## config.mk

```make
export PLATFORM = sky130hd
export DESIGN_NAME = uart_rx_fifo_flat
export DESIGN_NICKNAME = d
export VERILOG_FILES = /design/src/rtl/uart_rx_fifo_if.sv /design/src/rtl/uart_rx_fifo.sv /design/src/flat_wrapper.sv
export SDC_FILE = /design/constraint.sdc
export NUM_CORES = 1
export LEC_CHECK = 0
export BUFFER_PORTS_ARGS = -buffer_cell sky130_fd_sc_hd__buf_4
export CORE_ASPECT_RATIO = 0.8
export CORE_MARGIN = 10
export CORE_UTILIZATION = 63
export CTS_BUF_LIST = sky130_fd_sc_hd__clkbuf_8
export DETAILED_ROUTE_END_ITERATION = 8
export GPL_TIMING_DRIVEN = 1
export PLACE_DENSITY = 0.79
export SLEW_MARGIN = 20
export SYNTH_ARGS = -nofsm -noshare
export SYNTH_HDL_FRONTEND = slang
export SYNTH_SLANG_ARGS = --single-unit
export TNS_END_PERCENT = 1
```

## constraint.sdc

```tcl
create_clock -name CLK -period 4.2 [get_ports CLK]
set_input_delay 0.21 -clock CLK [delete_from_list [all_inputs] [get_ports CLK]]
set_output_delay 0.21 -clock CLK [all_outputs]
set_load 0.05 [all_outputs]
```

## src/rtl/uart_rx_fifo_if.sv

```systemverilog
// Consumer-side handshake and status bundle of the UART receive FIFO.
interface uart_rx_fifo_if #(
  parameter int unsigned FIFO_DEPTH = 8
);
  localparam int unsigned CW = $clog2(FIFO_DEPTH) + 1;

  logic [7:0]    data;
  logic          valid;
  logic          ready;
  logic          frame_err;
  logic          overflow;
  logic [CW-1:0] count;

  modport master (
    output data, valid, frame_err, overflow, count,
    input  ready
  );

  modport slave (
    input  data, valid, frame_err, overflow, count,
    output ready
  );
endinterface

```

## src/rtl/uart_rx_fifo.sv

```systemverilog
// 8N1 UART receiver with 3-sample majority voting feeding a first-word
// fall-through FIFO; frame errors and FIFO overflow are reported as pulses.
module uart_rx_fifo #(
  parameter int unsigned CLKS_PER_BIT = 100,
  parameter int unsigned FIFO_DEPTH   = 8
) (
  input  logic            CLK,
  input  logic            RST,
  input  logic            RX,
  uart_rx_fifo_if.master  bus
);
  localparam int unsigned BCW = $clog2(CLKS_PER_BIT + 1);
  localparam int unsigned AW  = $clog2(FIFO_DEPTH);
  localparam int unsigned CW  = AW + 1;
  localparam logic [BCW-1:0] HALF_RELOAD = BCW'(CLKS_PER_BIT / 2 - 1);
  localparam logic [BCW-1:0] FULL_RELOAD = BCW'(CLKS_PER_BIT - 1);

  typedef enum logic [1:0] {IDLE, START, DATA, STOP} state_t;

  logic           sync1_q, sync2_q;
  logic [1:0]     fill_q, fill_d;
  logic           armed_q, armed_d;
  state_t         state_q, state_d;
  logic [BCW-1:0] bit_clk_q, bit_clk_d;
  logic [2:0]     bit_idx_q, bit_idx_d;
  logic [1:0]     samp_q, samp_d;
  logic [7:0]     shift_q, shift_d;
  logic [7:0]     mem_q [FIFO_DEPTH];
  logic [7:0]     mem_d [FIFO_DEPTH];
  logic [AW-1:0]  wr_ptr_q, wr_ptr_d, rd_ptr_q, rd_ptr_d;
  logic [CW-1:0]  count_q, count_d;
  logic [7:0]     data_q, data_d;
  logic           valid_q, valid_d;
  logic           frame_err_q, frame_err_d;
  logic           overflow_q, overflow_d;

  logic rxi, maj, push_c, ferr_c, pop_c, full_c, push_ok_c;

  assign rxi = sync2_q;
  assign maj = (samp_q[1] & samp_q[0]) | (samp_q[1] & rxi) | (samp_q[0] & rxi);

  // Receiver next state: arming, bit timing, majority sampling, byte assembly.
  always_comb begin
    state_d   = state_q;
    bit_clk_d = bit_clk_q;
    bit_idx_d = bit_idx_q;
    samp_d    = samp_q;
    shift_d   = shift_q;
    push_c    = 1'b0;
    ferr_c    = 1'b0;
    // Synchronizer flops reset to 1, so only trust RXi once both carry real line samples.
    fill_d    = {fill_q[0], 1'b1};
    armed_d   = armed_q | (fill_q[1] & rxi);

    if (state_q != IDLE) begin
      if (bit_clk_q == BCW'(2)) samp_d[1] = rxi;
      if (bit_clk_q == BCW'(1)) samp_d[0] = rxi;
    end

    case (state_q)
      IDLE: begin
        if (armed_q && !rxi) begin
          state_d   = START;
          bit_clk_d = HALF_RELOAD;
        end
      end
      START: begin
        if (bit_clk_q == '0) begin
          if (maj) begin
            state_d = IDLE;
          end else begin
            state_d   = DATA;
            bit_clk_d = FULL_RELOAD;
            bit_idx_d = 3'd0;
          end
        end else begin
          bit_clk_d = bit_clk_q - BCW'(1);
        end
      end
      DATA: begin
        if (bit_clk_q == '0) begin
          shift_d[bit_idx_q] = maj;
          bit_clk_d          = FULL_RELOAD;
          if (bit_idx_q == 3'd7) state_d = STOP;
          else                   bit_idx_d = bit_idx_q + 3'd1;
        end else begin
          bit_clk_d = bit_clk_q - BCW'(1);
        end
      end
      STOP: begin
        if (bit_clk_q == '0) begin
          if (maj) push_c = 1'b1;
          else     ferr_c = 1'b1;
          state_d = IDLE;
        end else begin
          bit_clk_d = bit_clk_q - BCW'(1);
        end
      end
      default: state_d = IDLE;
    endcase
  end

  // FIFO next state: push/pop arbitration, pointer wrap, registered head byte.
  always_comb begin
    pop_c     = valid_q & bus.ready;
    full_c    = (count_q == CW'(FIFO_DEPTH));
    push_ok_c = push_c & (~full_c | pop_c);
    mem_d     = mem_q;
    wr_ptr_d  = wr_ptr_q;
    rd_ptr_d  = rd_ptr_q;
    count_d   = count_q;

    if (push_ok_c) begin
      mem_d[wr_ptr_q] = shift_q;
      wr_ptr_d        = wr_ptr_q + AW'(1);
    end
    if (pop_c) rd_ptr_d = rd_ptr_q + AW'(1);

    case ({push_ok_c, pop_c})
      2'b10:   count_d = count_q + CW'(1);
      2'b01:   count_d = count_q - CW'(1);
      default: count_d = count_q;
    endcase

    valid_d     = (count_d != '0);
    data_d      = valid_d ? mem_d[rd_ptr_d] : 8'h00;
    frame_err_d = ferr_c;
    overflow_d  = push_c & full_c & ~pop_c;
  end

  // All state registers; reset abandons any frame and empties the FIFO.
  always_ff @(posedge CLK or posedge RST) begin
    if (RST) begin
      sync1_q     <= 1'b1;
      sync2_q     <= 1'b1;
      fill_q      <= 2'b00;
      armed_q     <= 1'b0;
      state_q     <= IDLE;
      bit_clk_q   <= '0;
      bit_idx_q   <= 3'd0;
      samp_q      <= 2'b00;
      shift_q     <= 8'h00;
      for (int i = 0; i < FIFO_DEPTH; i++) mem_q[i] <= 8'h00;
      wr_ptr_q    <= '0;
      rd_ptr_q    <= '0;
      count_q     <= '0;
      data_q      <= 8'h00;
      valid_q     <= 1'b0;
      frame_err_q <= 1'b0;
      overflow_q  <= 1'b0;
    end else begin
      sync1_q     <= RX;
      sync2_q     <= sync1_q;
      fill_q      <= fill_d;
      armed_q     <= armed_d;
      state_q     <= state_d;
      bit_clk_q   <= bit_clk_d;
      bit_idx_q   <= bit_idx_d;
      samp_q      <= samp_d;
      shift_q     <= shift_d;
      mem_q       <= mem_d;
      wr_ptr_q    <= wr_ptr_d;
      rd_ptr_q    <= rd_ptr_d;
      count_q     <= count_d;
      data_q      <= data_d;
      valid_q     <= valid_d;
      frame_err_q <= frame_err_d;
      overflow_q  <= overflow_d;
    end
  end

  assign bus.data      = data_q;
  assign bus.valid     = valid_q;
  assign bus.count     = count_q;
  assign bus.frame_err = frame_err_q;
  assign bus.overflow  = overflow_q;
endmodule
```

## src/flat_wrapper.sv

```systemverilog
// flat-port wrapper written by rule: the top's interface ports become plain ports
module uart_rx_fifo_flat 
#(
  parameter int unsigned CLKS_PER_BIT = 100,
  parameter int unsigned FIFO_DEPTH   = 8
)
  (CLK, RST, RX, bus_data, bus_valid, bus_frame_err, bus_overflow, bus_count, bus_ready);
  uart_rx_fifo_if #(.FIFO_DEPTH(FIFO_DEPTH)) bus_i ();
  input  logic CLK;
  input  logic RST;
  input  logic RX;
  output wire logic [$bits(bus_i.data)-1:0] bus_data;
  output wire logic [$bits(bus_i.valid)-1:0] bus_valid;
  output wire logic [$bits(bus_i.frame_err)-1:0] bus_frame_err;
  output wire logic [$bits(bus_i.overflow)-1:0] bus_overflow;
  output wire logic [$bits(bus_i.count)-1:0] bus_count;
  input wire logic [$bits(bus_i.ready)-1:0] bus_ready;
  assign bus_data = bus_i.data;
  assign bus_valid = bus_i.valid;
  assign bus_frame_err = bus_i.frame_err;
  assign bus_overflow = bus_i.overflow;
  assign bus_count = bus_i.count;
  assign bus_i.ready = bus_ready;
  uart_rx_fifo #(.CLKS_PER_BIT(CLKS_PER_BIT), .FIFO_DEPTH(FIFO_DEPTH)) u_core (.CLK(CLK), .RST(RST), .RX(RX), .bus(bus_i));
endmodule
```

==> results of run 1 <==
==> layer usage <==
metal	GRT usage [%]	wire (um)	vias up
li1	-	-	2025
met1	29.5	6380	2238
met2	33.2	6490	220
met3	5.16	1250	31
met4	7.71	295	0
met5	0	0	-
==> flip-flops by register name, indices dropped and copies added, names as in the netlist, named ones only <==
register,flops
u_core.rxi,1
u_core.sync1_q,1
u_core.bit_idx_q,3
u_core.bit_clk_q,7
u_core.bus.overflow,1
u_core.mem_q,64
u_core.wr_ptr_q,3
u_core.bus.frame_err,1
u_core.samp_q,2
u_core.bus.count,4
u_core.shift_q,8
u_core.rd_ptr_q,3
u_core.bus.valid,1
u_core.state_q,1
u_core.bus.data,8
u_core.armed_q,1
u_core.fill_q,2
==> synth_stat cells (all sizes together), types with 4 or more instances <==
| cell | n |
|---|---|
| dfrtp | 110 |
| o21ai | 70 |
| nand2 | 59 |
| mux2 | 48 |
| nor3 | 34 |
| nor2 | 22 |
| inv | 20 |
| buf | 17 |
| o22ai | 17 |
| o221a | 16 |
| clkbuf | 15 |
| a21oi | 14 |
| ha | 12 |
| a221oi | 8 |
| o21a | 8 |
| o31a | 8 |
| nand3 | 7 |
| nand2b | 6 |
| nor2b | 6 |
| mux2i | 5 |
| nor4 | 5 |
| xnor2 | 5 |
| o41ai | 4 |
| or4b | 4 |
| xor2 | 4 |
==> kinds of logic after synthesis <==
logic type,Yosys count,synth area share [%]
simple gates,158,15.0
compound gates,153,18.4
flops,112,48.3
mux,53,10.2
buf+inv,52,3.84
fa+ha+maj,13,2.76
xor+xnor,9,1.36
other cells,1,0.0646
==> worst register-to-register path: cells and delay by family (launching register included) <==
kind	cells	cell delay (ns)
AOI/OAI and AO/OA	3	1.04
adders and majority gates	1	0.58
DFF	1	0.57
and+or+nand+nor	2	0.99
==> through the flow <==
step	utilization (%)	setup WS, ns	hold WS, ns	instances	instance area, um^2
2_1_floorplan	-	1.03	0.214	551	5800
3_3_place_gp	66.2	1.05	0.319	658	5980
3_5_place_dp	66.2	0.997	0.324	658	5980
4_1_cts	68.5	0.955	0.0137	675	6190
5_1_grt	68.5	0.678	0.0386	675	6190
6_report	68.5	0.886	-0.0163	675	6190
==> power by group through the flow <==
stage	Sequential, uW	Combinational [uW]	Clock (uW)
final	1390	2190	648
after global routing	1410	2360	698
after CTS	1380	2140	654
after detailed placement	1400	2130	0
after global placement	1400	2040	0
after floorplan	1570	1430	0
==> path summary, 6_finish.rpt <==
path,from,to,cells past startpoint
hold / removal,RST,u_core.fill_q[1],2
hold reg to reg,u_core.sync1_q,u_core.rxi,0
max in group asynchronous,RST,u_core.mem_q[16],3
setup reg to reg,u_core.rxi,u_core.bus.data[7],6
min in group CLK,u_core.sync1_q,u_core.rxi,0
setup / recovery,u_core.rxi,u_core.bus.data[7],6
==> layout make-up <==
cell class | count | area (um^2) | share of cell area [%]
well taps | 115 | 144 | 2.32
flip-flops and latches | 112 | 2810 | 45.3
clock inverters | 4 | 35.0 | 0.566
multi-input cells | 387 | 2780 | 44.8
inverters | 20 | 77.6 | 1.25
clock buffers | 12 | 165 | 2.67
repair buffers | 25 | 190 | 3.07
==> cell usage in the layout, fill, tap and decap left out, types with 3 or more instances in the layout <==
cell | synthesis | routed
a21oi_1 | 14 | 14
a221oi_1 | 8 | 8
buf_4 | 4 | 24
clkbuf_8 | 0 | 12
dfrtp_1 | 110 | 110
ha_1 | 12 | 12
inv_1 | 20 | 19
mux2_2 | 48 | 48
mux2i_1 | 5 | 5
nand2_1 | 58 | 58
nand2b_1 | 6 | 6
nand3_1 | 7 | 7
nor2_1 | 20 | 20
nor2b_1 | 6 | 6
nor3_1 | 33 | 33
nor4_4 | 4 | 4
o21a_1 | 8 | 8
o21ai_0 | 52 | 52
o21ai_1 | 16 | 16
o221a_1 | 8 | 8
o221a_2 | 8 | 8
o22ai_1 | 17 | 17
o31a_1 | 8 | 8
o41ai_2 | 3 | 3
xnor2_1 | 5 | 5
xor2_1 | 4 | 4
==> timing repair <==
item | CTS | global route
hold buffers | 1 | 0
hold endpoints to repair | 1 | 0
endpoints found under the setup margin | 0 | 0
==> flow_summary_export.csv, run 1 <==
group,metric,value,unit
logic_synthesis,yosysTopAreaCell,"dfrtp_1",
clock_network,cts_resized,0,
worst_setup_path,crit_slowest_cell,"nor4b_2",
die,coreArea,9040,um^2
worst_setup_path,worst-path-buf-inv,0,
timing,hold_viol,9,
worst_setup_path,cp_cell_sequence,"maj3_1, o21ai_4, nor4b_2, a21oi_1, a221oi_1, nor3_1",
detailed_routing,vias,4514,
logic_synthesis,synthArstFlopShare,100,%
die,rows,31,
timing,whs,-0.0163,ns
detailed_routing,post_drt_wl_per_cell,21.3,um
clock_network,cts.sinks,112,
pwr,p_leak,0.00273,uW
timing,min_period,3.31,ns
timing,worst_clock_skew,0.00716,ns
global_routing,track_usage,21.7,%
final_layout,syn_to_final_growth,6.71,%
die,io_pins,19,
worst_setup_path,critPathMaxStageDelay,0.88,ns
worst_hold_path,hp-class,"primary input to async pin",
final_layout,drive_gt1_share,21.3,%
detailed_routing,avgViaCountPerCell,6.69,
outcome,status,"complete, but fails checks",
timing,slew_headroom,26.4,%
timing,setup-tns-final,0,ns
pwr,total_power,4220,uW
worst_setup_path,required,4.44,ns
logic_synthesis,ys.flop_type,"dfrtp_1",
clock_network,htreeDepth,3,
timing,fmax,0.302,GHz
pwr,intPower,2310,uW
detailed_routing,routed_wl,14400,um
clock_network,cts.clk_slew.worst_paths,0.11,ns
die,dieHeight,106,um
pwr,p_sw_share,45.2,%
placed_design,dp_hpwl,9840,um
pwr,pwr_density_cell,682,nW/um^2
timing,slew_viol_final,0,
timing,rsz0062_at_grt,"false",
detailed_routing,drtIter0Drc,480,
global_routing,grt_start_max_net_pins,68,
timing,tightestPinTransition,1.10,ns
worst_setup_path,cp.arrival,3.56,ns
pwr,p_sw,1910,uW
pwr,clock_power_share,15.4,%
timing,post-route-period-util,78.9,%
final_layout,fin_nets,571,
clock_network,cts_buffer_depth,2,
worst_setup_path,cp-end-kind,"flop",
clock_network,cts_made_buffers,9,
worst_setup_path,reg2reg_slack,0.89,ns
logic_synthesis,yosysWarnings,0,
logic_synthesis,synth.top_cell.area_share,47.4,%
placed_design,port_buffers,18,
worst_setup_path,path_class,"flop to flop",
outcome,violations,"negative hold slack",
clock_network,clk_latency,0.38,ns
logic_synthesis,synth_area,5800,um^2
logic_synthesis,synth_area_per_cell,10.5,um^2
die,die_w,127,um
worst_setup_path,cp_top_family,"compound AO/OA/AOI/OAI gates",
final_layout,num-fill-cells,646,
logic_synthesis,synth-edff-count,0,
detailed_routing,drc,0,
global_routing,globalRoute.totalOverflow,0,
logic_synthesis,syn-num-nets,567,
worst_setup_path,start_kind,"flop",
clock_network,root_buffer,"clkbuf_8",
placed_design,place_congestion,0.866,
worst_setup_path,path_max_fanout,33,
job,maxCapViolCount,0,
pwr,power_frac_seq,32.8,%
global_routing,antenna_found_initial,0,
die,start_util,64.2,%
detailed_routing,drtAntennaViolNets,0,
clock_network,cts_setup_buffers,0,
logic_synthesis,synth_seq_cells,112,
clock_network,cts_tree,"done",
global_routing,grt_pass1_vias,4535,
logic_synthesis,synth_area_leaders,"dfrtp_1 47%, mux2_2 9.3%, o21ai_0 4.5%",
global_routing,grt_pass1_wl,23700,um
final_layout,diodes,0,
logic_synthesis,synth_cells,551,
pwr,p_comb_share,51.8,%
die,die-area,13500,um^2
pwr,ir_drop,0.678,mV
logic_synthesis,yosysSeqAreaShare,48.3,%
detailed_routing,firstDrtPassIters,5,
logic_synthesis,synth_cell_types,60,
timing,setup_violations,0,
Power figures use the tool's default switching activity.
==> run 2, diff against run 1 <==
--- a/config.mk
+++ b/config.mk
@@ -5,14 +5,15 @@
 export SDC_FILE = /design/constraint.sdc
 export NUM_CORES = 1
 export LEC_CHECK = 0
+export ABC_AREA = 1
 export BUFFER_PORTS_ARGS = -buffer_cell sky130_fd_sc_hd__buf_4
 export CORE_ASPECT_RATIO = 0.8
 export CORE_MARGIN = 10
-export CORE_UTILIZATION = 63
+export CORE_UTILIZATION = 59
 export CTS_BUF_LIST = sky130_fd_sc_hd__clkbuf_8
 export DETAILED_ROUTE_END_ITERATION = 8
 export GPL_TIMING_DRIVEN = 1
-export PLACE_DENSITY = 0.79
+export PLACE_DENSITY = 0.77
 export SLEW_MARGIN = 20
 export SYNTH_ARGS = -nofsm -noshare
 export SYNTH_HDL_FRONTEND = slang
==> constraint.sdc (replaced) <==
create_clock -name CLK -period 2.7 [get_ports CLK]
set_input_delay 0.135 -clock CLK [delete_from_list [all_inputs] [get_ports CLK]]
set_output_delay 0.135 -clock CLK [all_outputs]
set_load 0.05 [all_outputs]
==> run 2 against run 1 <==
The run now ends clean. Final area up 17%. Via count up 23%. Flip-flop and latch count unchanged. Clock power up 53%. Fmax up 37%. Routed wire length up 2.4%. Critical path depth up 11. Clock-buffer cell count down 2. Synthesized cell count up 65%. Non-clock buffer count up 16. Cell count up 59%. Setup slack worse by 0.61 ns.
==> flow_summary_export.csv, run 2 <==
group,metric,value,unit
timing,fmax,0.413,GHz
logic_synthesis,yosysTopAreaCell,"dfrtp_1",
clock_network,root_buffer,"clkbuf_8",
timing,tightestPinTransition,0.788,ns
clock_network,clk_latency,0.38,ns
clock_network,htreeDepth,3,
logic_synthesis,synth-edff-count,0,
clock_network,cts_made_buffers,9,
clock_network,cts.sinks,112,
worst_setup_path,critPathLaunch,"u_core.bit_clk_q[1]",
logic_synthesis,ys.flop_type,"dfrtp_1",
timing,worst_slack,0.276,ns
clock_network,cts_buffer_depth,2,
logic_synthesis,synth_cells,907,
logic_synthesis,yosysWarnings,0,
detailed_routing,avgViaCountPerCell,5.19,
logic_synthesis,yosysMostFrequentCell,"nand2_1",
final_layout,syn_to_final_growth,8.43,%
worst_setup_path,cp_top_family,"simple AND/OR/NAND/NOR gates",
logic_synthesis,ys_top_cells_by_count,"203 x nand2_1, 187 x inv_1, 110 x dfrtp_1",
logic_synthesis,synth_seq_cells,112,
outcome,status,"finished, final reports clean",
final_layout,final_cells,1073,
die,die-area,16000,um^2
logic_synthesis,syn-num-nets,923,
detailed_routing,post_drt_wl_per_cell,13.8,um
job,maxCapViolCount,0,
logic_synthesis,synth_cell_types,35,
final_layout,largest_reg_flops,64,
timing,min_period,2.42,ns
logic_synthesis,synth_area,6700,um^2
detailed_routing,drc,0,
worst_setup_path,cp_common_cell,"nand2_1",
worst_setup_path,cp-end-kind,"flop",
logic_synthesis,synthArstFlopShare,100,%
detailed_routing,drtIter0Drc,480,
global_routing,antenna_found_initial,0,
worst_setup_path,cp_cell_sequence,"inv_1, ha_2, nand2_4, clkinv_2, nand2_4, nor2_4, nand3_4, buf_12, buf_4, nor2_1, a21oi_2, nand2_1, nand3_1, nand3_1, nand2_1, nand2_1, inv_1",
clock_network,cts_tree,"done",
final_layout,fin_nets,940,
final_layout,diodes,0,
worst_setup_path,worstRegToRegCells,17,
clock_network,cts.clk_slew.worst_paths,0.10,ns
logic_synthesis,yosysSeqAreaShare,41.9,%
timing,hold_viol,0,
worst_setup_path,crit_slowest_cell,"dfrtp_1",
placed_design,port_buffers,18,
global_routing,grt_pass1_vias,5150,
timing,setup-tns-final,0,ns
detailed_routing,drtAntennaViolNets,0,
worst_setup_path,required,2.98,ns
timing,setup_violations,0,
final_layout,final_cell_mix,"203 x nand2_1, 188 x inv_1, 110 x dfrtp_1",
final_layout,top_register,"u_core.mem_q",
final_layout,drive_gt1_share,10.7,%
die,start_util,61.0,%
placed_design,place_congestion,0.859,
worst_hold_path,min-delay-start,"u_core.sync1_q",
die,rows,34,
pwr,pwr_density_cell,981,nW/um^2
worst_setup_path,reg2reg_slack,0.28,ns
timing,whs,0.355,ns
final_layout,utilization,66.1,%
pwr,ir_drop,0.693,mV
worst_setup_path,timing.rr.end,"u_core.bus.data[0]",
logic_synthesis,synth_area_leaders,"dfrtp_1 41%, nand2_1 11%, inv_1 10%",
die,io_pins,19,
worst_setup_path,path_max_fanout,46,
worst_hold_path,holdPathStages,0,
timing,slew_viol_final,0,
global_routing,grt_pass1_wl,25900,um
global_routing,globalRoute.totalOverflow,0,
placed_design,dpl.cell_count,1052,
worst_hold_path,hp-class,"flop to flop",
die,die_w,139,um
logic_synthesis,synth_area_per_cell,7.38,um^2
worst_setup_path,endpoint,"u_core.bus.data[0]",
die,dieHeight,115,um
worst_setup_path,timing.rr.start,"u_core.bit_clk_q[1]",
die,coreArea,11000,um^2
placed_design,preCtsSetupSlack,0.132,ns
worst_setup_path,start_kind,"flop",
worst_setup_path,worst-path-buf-inv,5,
global_routing,grt_start_max_net_pins,57,
timing,slew_headroom,47.4,%
placed_design,dp_hpwl,10300,um
worst_setup_path,path_class,"flop to flop",
timing,worst_clock_skew,0.0128,ns
global_routing,track_usage,19.4,%
worst_setup_path,path_depth,17,
worst_setup_path,critPathMaxStageDelay,0.40,ns
detailed_routing,firstDrtPassIters,5,
logic_synthesis,synth.top_cell.area_share,41.1,%
pwr,p_leak,0.00354,uW
timing,post-route-period-util,89.8,%
detailed_routing,vias,5572,
final_layout,mostFrequentLayoutCell,"nand2_1",
worst_setup_path,cp.arrival,2.70,ns
detailed_routing,routed_wl,14800,um
timing,rsz0062_at_grt,"false",
run 2: where the power goes:
part           internal, uW  switching (uW)  total, uW
Clock                   444             548        992
Sequential             1980             257       2240
Combinational          1270            2630       3890
run 2: cell type report:
| class | instances | area (um^2) |
|---|---|---|
| Clock buffer | 10 | 138 |
| Clock inverter | 6 | 53.8 |
| Fill cell | 963 | 3720 |
| Inverter | 192 | 726 |
| Multi-Input combinational cell | 568 | 2990 |
| Sequential cell | 112 | 2810 |
| Tap cell | 144 | 180 |
| Timing Repair Buffer | 41 | 363 |
run 2: metal layers:
layer	wire length, um	GRT usage [%]	part of all wire (%)
met3	760	3.13	5.1
met2	6630	31.0	45
met5	0	0	0
met4	197	4.51	1.3
met1	7170	27.2	49
run 2: timing repair:
| action | 4_1_cts | 5_1_grt |
|---|---|---|
| setup endpoints to repair | 0 | 9 |
| hold buffers | 2 | 0 |
| buffers inserted | 0 | 3 |
| gates resized for setup | 0 | 6 |
| endpoints found under the hold margin | 27 | 0 |
run 2: cell families (layout without fill, tap and decap cells):
| group | Yosys count | in the layout | share of synthesized area [%] |
|---|---|---|---|
| AO/OA/AOI/OAI | 200 | 200 | 19.1 |
| flip-flops | 112 | 112 | 41.9 |
| adder cells (fa/ha/maj) | 12 | 12 | 2.24 |
| XOR/XNOR | 6 | 6 | 0.785 |
| buffers and inverters | 227 | 249 | 14.0 |
| other | 1 | 1 | 0.0560 |
| AND/OR/NAND/NOR | 349 | 349 | 21.9 |
run 2: stage by stage:
stage / area [um^2] / total power (uW)
final: 7260 / 7120
after global routing: 7260 / 7790
after global placement: 7000 / 6060
after detailed placement: 7000 / 6110
after floorplan: 6700 / 5030
after CTS: 7210 / 7110
run 2: worst min path at each step:
stage	end	slack [ns]
final	u_core.rxi	0.36
after global placement	u_core.sync1_q	0.24
after detailed placement	u_core.sync1_q	0.25
after floorplan	u_core.sync1_q	0.14
after CTS	u_core.rxi	0.36
after global routing	u_core.rxi	0.37
==> run 3, diff against run 2 <==
--- a/config.mk
+++ b/config.mk
@@ -5,15 +5,14 @@
 export SDC_FILE = /design/constraint.sdc
 export NUM_CORES = 1
 export LEC_CHECK = 0
-export ABC_AREA = 1
 export BUFFER_PORTS_ARGS = -buffer_cell sky130_fd_sc_hd__buf_4
 export CORE_ASPECT_RATIO = 0.8
 export CORE_MARGIN = 10
-export CORE_UTILIZATION = 59
+export CORE_UTILIZATION = 58
 export CTS_BUF_LIST = sky130_fd_sc_hd__clkbuf_8
 export DETAILED_ROUTE_END_ITERATION = 8
 export GPL_TIMING_DRIVEN = 1
-export PLACE_DENSITY = 0.77
+export PLACE_DENSITY = 0.76
 export SLEW_MARGIN = 20
 export SYNTH_ARGS = -nofsm -noshare
 export SYNTH_HDL_FRONTEND = slang
==> run 3 against run 2 <==
Sequential power down 4%. Clock power decreased by 5.5%. First-iteration DRC count decreased by 1.5%.
==> flow_summary_export.csv, run 3 (synthesized netlist as in run 1, its figures left out) <==
group,metric,value,unit
outcome,status,"finished, final reports clean",
clock_network,cts.sinks,112,
timing,rsz0062_at_grt,"true",
pwr,pwr_density_cell,1040,nW/um^2
pwr,p_leak,0.00284,uW
clock_network,cts_tree,"done",
worst_setup_path,critPathMaxStageDelay,0.65,ns
detailed_routing,firstDrtPassIters,5,
timing,min_period,2.68,ns
worst_setup_path,worstRegToRegCells,8,
job,maxCapViolCount,0,
worst_setup_path,timing.rr.start,"u_core.bit_clk_q[0]",
die,io_pins,19,
worst_setup_path,required,2.97,ns
timing,hold_viol,0,
worst_setup_path,crit_slowest_cell,"o41ai_4",
worst_setup_path,start_kind,"flop",
timing,post-route-period-util,99.4,%
final_layout,final_cell_mix,"110 x dfrtp_1, 57 x nand2_1, 52 x o21ai_0",
final_layout,drive_gt1_share,24.7,%
placed_design,dp_hpwl,9650,um
worst_hold_path,min_to,"u_core.bus.count[2]",
clock_network,cts_buffer_depth,2,
clock_network,cts.clk_slew.worst_paths,0.11,ns
global_routing,grt_pass1_wl,23100,um
die,dieHeight,109,um
detailed_routing,post_drt_wl_per_cell,19.0,um
global_routing,antenna_found_initial,0,
clock_network,htreeDepth,3,
timing,fmax,0.373,GHz
worst_hold_path,holdPathStages,5,
worst_hold_path,min-delay-start,"bus_ready",
detailed_routing,vias,4435,
timing,slew_headroom,53.5,%
timing,worst_clock_skew,0.0114,ns
placed_design,dpl.cell_count,699,
worst_setup_path,cp.arrival,2.96,ns
clock_network,root_buffer,"clkbuf_8",
detailed_routing,avgViaCountPerCell,6.18,
final_layout,largest_reg_flops,64,
die,die_w,132,um
final_layout,fin_nets,593,
global_routing,grt_pass1_vias,4382,
worst_setup_path,cp_cell_sequence,"inv_1, ha_2, nor2b_1, nand2_2, o41ai_4, o22ai_1, o221a_2, nor3_1",
final_layout,top_register,"u_core.mem_q",
detailed_routing,drc,0,
final_layout,diodes,0,
detailed_routing,drtAntennaViolNets,0,
worst_setup_path,cp-end-kind,"flop",
worst_setup_path,path_max_fanout,8,
worst_hold_path,hp-class,"primary input to flop",
global_routing,track_usage,19.5,%
timing,tightestPinTransition,0.696,ns
global_routing,globalRoute.totalOverflow,0,
die,coreArea,9690,um^2
final_layout,syn_to_final_growth,10.3,%
clock_network,cts_made_buffers,9,
placed_design,port_buffers,18,
final_layout,final_cells,718,
final_layout,mostFrequentLayoutCell,"dfrtp_1",
placed_design,place_congestion,0.900,
die,rows,32,
clock_network,clk_latency,0.38,ns
timing,whs,0.316,ns
worst_setup_path,timing.rr.end,"u_core.bus.data[1]",
final_layout,utilization,66.1,%
timing,setup_violations,0,
pwr,ir_drop,0.472,mV
worst_setup_path,path_class,"flop to flop",
die,start_util,59.9,%
final_layout,num-fill-cells,743,
timing,slew_viol_final,0,
worst_setup_path,reg2reg_slack,0.02,ns
die,die-area,14400,um^2
detailed_routing,routed_wl,13600,um
detailed_routing,drtIter0Drc,473,
global_routing,grt_start_max_net_pins,76,
-- run 3: metrics by stage --
step | total power, uW | area [um^2] | setup TNS, ns | setup slack (ns)
3_3_place_gp | 5530 | 6180 | 0 | 0.152
6_report | 6650 | 6400 | 0 | 0.0165
4_1_cts | 6580 | 6380 | 0 | 0.00948
2_1_floorplan | 4660 | 5810 | 0 | 0.154
3_5_place_dp | 5630 | 6180 | 0 | 0.0379
5_1_grt | 7060 | 6400 | -0.536 | -0.0883
-- run 3: report_power, final --
| group | total (uW) | switching [uW] | internal, uW |
|---|---|---|---|
| combinational | 3570 | 2160 | 1410 |
| sequential | 2140 | 231 | 1910 |
| clock | 937 | 589 | 348 |
| total | 6650 | 2980 | 3670 |
-- run 3: layer usage --
layer | vias to the layer above | GRT usage [%] | wire, um | share of wire (%)
met5 | - | 0 | 0 | 0
met1 | 2191 | 27.2 | 6530 | 48
met2 | 174 | 30.3 | 6060 | 45
met3 | 14 | 4.10 | 886 | 6.5
met4 | 0 | 5.47 | 126 | 0.93
li1 | 2056 | - | - | -
-- run 3: critical path: cells and delay by family, from the launching register on --
family,cells,cell delay [ns]
AO/OA/AOI/OAI,3,1.12
adder cells (fa/ha/maj),1,0.22
buffers and inverters,1,0.14
flip-flops,1,0.44
AND/OR/NAND/NOR,3,0.66
-- run 3: worst max-delay path by stage --
stage,start,endpoint,slack [ns]
final,u_core.bit_clk_q[0],u_core.bus.data[1],0.02
after global routing,u_core.bit_clk_q[0],u_core.bus.data[3],-0.09
after CTS,u_core.bit_clk_q[0],u_core.bus.data[1],0.009
after detailed placement,u_core.bit_clk_q[0],u_core.bus.data[1],0.04
after global placement,u_core.rxi,u_core.bus.data[1],0.15
after floorplan,u_core.bus.count[0],u_core.bus.data[5],0.15
-- run 3: what timing repair did --
action | in CTS | in global routing
hold buffers | 2 | 0
buffers inserted | 0 | 1
setup endpoints to repair | 0 | 16
gates resized for setup | 0 | 4
endpoints found under the hold margin | 28 | 0
-- run 3: final cells by class --
| class | instances | area (um^2) | area share [%] |
|---|---|---|---|
| Clock buffer | 9 | 124 | 1.94 |
| Clock inverter | 7 | 55.1 | 0.860 |
| Inverter | 20 | 78.8 | 1.23 |
| Multi-Input combinational cell | 387 | 2780 | 43.5 |
| Sequential cell | 112 | 2810 | 43.8 |
| Tap cell | 136 | 170 | 2.66 |
| Timing Repair Buffer | 47 | 383 | 5.98 |
